**config.mk**
```make
export PLATFORM = sky130hd
export DESIGN_NAME = pck_socket_fifo_flat
export DESIGN_NICKNAME = d
export VERILOG_FILES = /design/src/rtl/pck_socket_fifo_if.sv /design/src/rtl/pck_socket_fifo.sv /design/src/flat_wrapper.sv
export SDC_FILE = /design/constraint.sdc
export NUM_CORES = 1
export LEC_CHECK = 0
export ABC_AREA = 1
export BUFFER_PORTS_ARGS = -buffer_cell sky130_fd_sc_hd__buf_2
export CORE_UTILIZATION = 41
export DETAILED_ROUTE_END_ITERATION = 7
export HOLD_SLACK_MARGIN = 0.03
export PLACE_DENSITY = 0.61
export SLEW_MARGIN = 20
export SYNTH_ARGS = -nofsm -noshare
export SYNTH_HDL_FRONTEND = slang
export SYNTH_SLANG_ARGS = --single-unit
```
**constraint.sdc**
```tcl
create_clock -name clk -period 3.8 [get_ports clk]
set_clock_uncertainty 0.05 [all_clocks]
set_input_delay 0.57 -clock clk [delete_from_list [all_inputs] [get_ports clk]]
set_output_delay 0.57 -clock clk [all_outputs]
set_load 0.03 [all_outputs]
```
**src/rtl/pck_socket_fifo_if.sv**
```systemverilog
// pck_socket_fifo_if: upstream write link and downstream read link of a PCK socket buffer.
interface pck_socket_fifo_if #(
  parameter int DATA_WIDTH = 8,
  parameter int DEPTH = 4
);
  localparam int CW = $clog2(DEPTH) + 1;
  logic [DATA_WIDTH-1:0] in_data;
  logic in_dv;
  logic in_empty;
  logic [DATA_WIDTH-1:0] out_data;
  logic out_dv;
  logic out_full;
  logic out_rd_en;
  logic [CW-1:0] level;
  logic almost_full;
  logic ovf;
  logic udf;
  modport master (
    output in_data, in_dv, out_rd_en,
    input in_empty, out_data, out_dv, out_full, level, almost_full, ovf, udf
  );
  modport slave (
    input in_data, in_dv, out_rd_en,
    output in_empty, out_data, out_dv, out_full, level, almost_full, ovf, udf
  );
endinterface

```
**src/rtl/pck_socket_fifo.sv**
```systemverilog
// pck_socket_fifo: first-word-fall-through socket FIFO with occupancy and sticky ovf/udf flags.
module pck_socket_fifo #(
  parameter int DATA_WIDTH = 8,
  parameter int DEPTH = 4,
  parameter int AF_LEVEL = DEPTH - 1
) (
  input logic clk,
  input logic rst,
  pck_socket_fifo_if.slave s
);
  localparam int AW = $clog2(DEPTH);
  localparam int CW = AW + 1;
  logic [DATA_WIDTH-1:0] mem [DEPTH];
  logic [AW-1:0] wp, rp;
  logic [CW-1:0] cnt;
  logic ovf_q, udf_q;
  logic wr, rd;
  assign wr = s.in_dv & s.in_empty;
  assign rd = s.out_rd_en & s.out_dv;
  // every flag comes from the registered count, so no strobe reaches an output combinationally
  assign s.in_empty = cnt < CW'(DEPTH);
  assign s.out_dv = cnt != '0;
  assign s.out_full = cnt == CW'(DEPTH);
  assign s.almost_full = cnt >= CW'(AF_LEVEL);
  assign s.level = cnt;
  assign s.out_data = s.out_dv ? mem[rp] : '0;
  assign s.ovf = ovf_q;
  assign s.udf = udf_q;
  always_ff @(posedge clk) begin
    if (wr && rst) mem[wp] <= s.in_data;
  end
  always_ff @(posedge clk or negedge rst) begin
    if (!rst) begin
      wp <= '0;
      rp <= '0;
      cnt <= '0;
      ovf_q <= 1'b0;
      udf_q <= 1'b0;
    end else begin
      if (wr) wp <= wp + AW'(1);
      if (rd) rp <= rp + AW'(1);
      cnt <= (wr && !rd) ? cnt + CW'(1) : (rd && !wr) ? cnt - CW'(1) : cnt;
      if (s.in_dv && !s.in_empty) ovf_q <= 1'b1;
      if (s.out_rd_en && !s.out_dv) udf_q <= 1'b1;
    end
  end
endmodule

```
**src/flat_wrapper.sv**
```systemverilog
// flat-port wrapper written by rule: the top's interface ports become plain ports
module pck_socket_fifo_flat 
#(
  parameter int DATA_WIDTH = 8,
  parameter int DEPTH = 4,
  parameter int AF_LEVEL = DEPTH - 1
)
  (clk, rst, s_in_data, s_in_dv, s_out_rd_en, s_in_empty, s_out_data, s_out_dv, s_out_full, s_level, s_almost_full, s_ovf, s_udf);
  pck_socket_fifo_if #(.DATA_WIDTH(DATA_WIDTH), .DEPTH(DEPTH)) s_i ();
  input logic clk;
  input logic rst;
  input wire logic [$bits(s_i.in_data)-1:0] s_in_data;
  input wire logic [$bits(s_i.in_dv)-1:0] s_in_dv;
  input wire logic [$bits(s_i.out_rd_en)-1:0] s_out_rd_en;
  output wire logic [$bits(s_i.in_empty)-1:0] s_in_empty;
  output wire logic [$bits(s_i.out_data)-1:0] s_out_data;
  output wire logic [$bits(s_i.out_dv)-1:0] s_out_dv;
  output wire logic [$bits(s_i.out_full)-1:0] s_out_full;
  output wire logic [$bits(s_i.level)-1:0] s_level;
  output wire logic [$bits(s_i.almost_full)-1:0] s_almost_full;
  output wire logic [$bits(s_i.ovf)-1:0] s_ovf;
  output wire logic [$bits(s_i.udf)-1:0] s_udf;
  assign s_i.in_data = s_in_data;
  assign s_i.in_dv = s_in_dv;
  assign s_i.out_rd_en = s_out_rd_en;
  assign s_in_empty = s_i.in_empty;
  assign s_out_data = s_i.out_data;
  assign s_out_dv = s_i.out_dv;
  assign s_out_full = s_i.out_full;
  assign s_level = s_i.level;
  assign s_almost_full = s_i.almost_full;
  assign s_ovf = s_i.ovf;
  assign s_udf = s_i.udf;
  pck_socket_fifo #(.DATA_WIDTH(DATA_WIDTH), .DEPTH(DEPTH), .AF_LEVEL(AF_LEVEL)) u_core (.clk(clk), .rst(rst), .s(s_i));
endmodule
```
==> qor_table.md <==
| Result | Reported |
|:---|:---|
| Status | complete, no violations |
| Post_cts resized | 0 |
| Met3 demand-to-capacity share in global routing | 4.91% |
| Final period util | 65.5% |
| Antenna violations before repair | 0 |
| Number of cell rows | 24 |
| Largest stage delay on the critical path | 0.80 ns |
| TritonCTS clock tree | built |
| Via count | 1225 |
| TritonCTS Sinks | 41 |
| Met2 demand-to-capacity share in global routing | 22.4% |
| GR met1 Demand/Resource | 23.1% |
| Number of different library cells in the post-synthesis netlist | 24 |
| Number of levels in the clock H-tree | 2 |
| Gr ovfl total | 0 |
| Final weighted congestion of routability-driven global placement | 0.732 |
| Detailed Route Iter0 Violations | 77 |
| Antenna diodes | 0 |
| Switching part of the total power | 44.9% |
| Cell Count Post-Placement | 261 |
| Origin of the worst setup path | u_core.rp[0]$_DFFE_PN0P_ |
| Transition time of the tightest slew-check pin | 0.776 ns |
| Critical Path, Cell by Cell | inv_6 > nand2_1 > nand3_1 > a21oi_1 > buf_2 |
| Number of fillers in the final layout | 392 |
| Cell-internal power | 0.000909 W |
| Synth area leaders | edfxtp_1, dfrtp_1, inv_1 |
| Port Buffers | 28 |
| Layer carrying the most global-route usage | met1 |
| NumNets Final | 234 |
| Cell area after technology mapping | 1900 um2 |
| Footprint of the multi-input gates | 483 um2 |
| Max VDD drop | 259 uV |
| Peak Freq | 402 MHz |
| Total Neg Setup Slack | 0 ns |
| Non-filler instance count after layout | 269 |
| Proportion of power drawn by combinational gates | 44.8% |
| Mean cell area of the mapped netlist | 10.3 um2 |
| Worst r2r src | u_core.s.level[0]$_DFFE_PN0P_ |
| Max-Slew Margin vs Limit | 48.1% |
| P_sw | 0.000742 W |
| Cell area power density | 772 nW/um2 |
| CTS Hold Bufs | 0 |
| Part of the total power dissipated in the clock network | 16.1% |
| Post-Synthesis Cells | 185 |
| Synth top area share | 50.6% |
| Biggest area consumer among synthesized cells | edfxtp_1 |
| GR Util All Layers | 16.0% |
| Bufs and invs on worst path | 2 |
| Largest net degree at the start of global routing | 20 |
| Number of global-route vias before repair | 1127 |
| Count of boundary I/O pins | 29 |
| Total of warnings raised by yosys | 0 |
| Width of the die | 70.1 um |
| Core Region | 4410 um2 |
| Die outline area | 4910 um2 |
| Clock slew at the register clock pins of the worst setup and hold paths | 0.07 ns |
| Unrepaired setup endpoints after global routing | false |
| CP max stage cell | dfrtp_1 |
| Overall routed net length | 3500 um |
| Setup repair bufs after CTS | 0 |
| CP top delay family | flip-flops |
| Maximum clock insertion buffer count | 2 |
| Worst-skew pair later-pin latency | 0.29 ns |
| Required time of the critical path | 3.18 ns |
| Worst EP arrival | 1.87 ns |
| Critical path startpoint category | flop |
| Avg WL per Cell | 13.0 um |
| Sequential cell area | 1190 um2 |
| Leakage power summed over all cells | 1.01 nW |
| Final HPWL from detailed placement | 2530 um |
| Final Hold Viols | 0 |
| Number of synthesized flops with an enable pin | 32 |
| Final routed DRC violation total | 0 |
| Number of buffers created by CTS | 5 |
| Wire length of the first global-routing pass | 5690 um |
| Synthesis-stage register bit count | 41 |
| Layout-stage area growth over the synthesis result | 12.6% |
| Effective utilization at floorplan | 43.0% |
| Clock root buffer | clkbuf_8 |
| Max-cap viol count | 0 |
| Post-DRT Antenna Nets | 0 |
| Critical Path End Type | primary output |
| Endpoints failing setup | 0 |
| Fraction of power consumed by sequential logic | 39.1% |
| Net count after synthesis | 203 |
| Number of pins exceeding their max-slew limit in the final report | 0 |
| Via/cell ratio | 4.55 |
| Fraction of layout cells with a size suffix above 1 | 17.5% |
| Prevailing post-synth register cell | edfxtp_1 |
| Vert. Die Dim | 70.1 um |
| Sequential-to-total area share from yosys stat | 62.5% |
| Critical Setup Path Class | reg -> out |
| Tightest Hold Check Type | in -> async |
| Largest fanout on the critical path | 19 |
| Fraction of registers with async set or reset after synthesis | 22.0% |
| Min cycle time layout | 2.49 ns |
| First-pass iteration count of the detailed router | 4 |
[final timing paths]
path / to / slack (ns) / depth (start not counted)
worst min-delay path: u_core.s.udf$_DFFE_PN0P_ / 0.08 / 1
worst max register to register: u_core.s.level[2]$_DFFE_PN0P_ / 1.86 / 10
worst max-delay path: s_out_data[0] / 1.31 / 5
worst min register to register: u_core.s.udf$_DFFE_PN0P_ / 0.41 / 1
max in group asynchronous: u_core.wp[0]$_DFFE_PN0P_ / 3.44 / 1
min in group clk: u_core.s.udf$_DFFE_PN0P_ / 0.41 / 1
[area by class of cell]
type | count | share of cell area (%)
clock buffers | 8 | 3.74
inverters | 48 | 8.65
multi-input cells | 92 | 22.6
flip-flops and latches | 41 | 55.4
well taps | 52 | 3.04
repair buffers | 28 | 6.55
[cell usage after synthesis (2+ instances only)]
master and number:
buf_6 2, a21oi_1 8, inv_1 45, dfrtp_1 9, edfxtp_1 32, xnor2_1 2, nor2_1 5, o21ai_0 3
ha_1 5, inv_2 2, nand2_1 42, nand3_1 18
[sequential cells by signal, summed over array words and instances, names as in the netlist]
signal,cells
u_core.rp,2
u_core.wp,2
u_core.mem,32
u_core.s.ovf,1
u_core.s.udf,1
u_core.s.level,3
[cells by family after synthesis]
group / share of synthesized area (%)
buf+inv: 12.1
simple gates: 15.7
xor+xnor: 1.38
compound gates: 3.95
fa+ha+maj: 4.35
flops: 62.5
[power groups by stage]
stage / registers [W] / logic [W] / clock network, W
after floorplan: 0.000637 / 0.000602 / 0
final: 0.000647 / 0.000739 / 0.000266
after global placement: 0.000656 / 0.000741 / 0
after detailed placement: 0.000658 / 0.000745 / 0
after CTS: 0.000648 / 0.000748 / 0.000271
after global routing: 0.000659 / 0.000818 / 0.000293
[metrics by stage]
step,setup WS [ns],hold WS [ns],util [%],total power (W),instance area (um2)
floorplan,1.46,0.224,-,0.00124,1900
global placement,1.60,0.391,46.7,0.00140,2060
detailed placement,1.59,0.389,46.7,0.00140,2060
CTS,1.32,0.0751,48.5,0.00167,2140
global route,1.19,0.0762,48.5,0.00177,2140
finish,1.31,0.0764,48.5,0.00165,2140
[placed cells by master, fill, tap and decap left out]
| cell type | n |
|---|---|
| o21ai_0 | 3 |
| o21ai_1 | 1 |
| a21o_1 | 1 |
| nand2_1 | 42 |
| fa_1 | 1 |
| inv_6 | 1 |
| nand3_2 | 1 |
| inv_2 | 2 |
| nand4_1 | 1 |
| a21oi_1 | 8 |
| edfxtp_1 | 32 |
| o21bai_1 | 1 |
| xnor2_1 | 2 |
| nor3_1 | 1 |
| nor2_1 | 5 |
| dfrtp_1 | 9 |
| xor2_1 | 1 |
| ha_1 | 5 |
| buf_2 | 28 |
| clkbuf_1 | 3 |
| nand2_4 | 1 |
| nand3_1 | 18 |
| clkbuf_8 | 5 |
| inv_1 | 45 |
[metal layers]
layer	vias to the layer above	part of all wire, %
li1	638	-
met1	545	48
met2	38	43
met3	4	6.5
met4	0	1.8
met5	-	0
(Power assumes the default switching activity.)
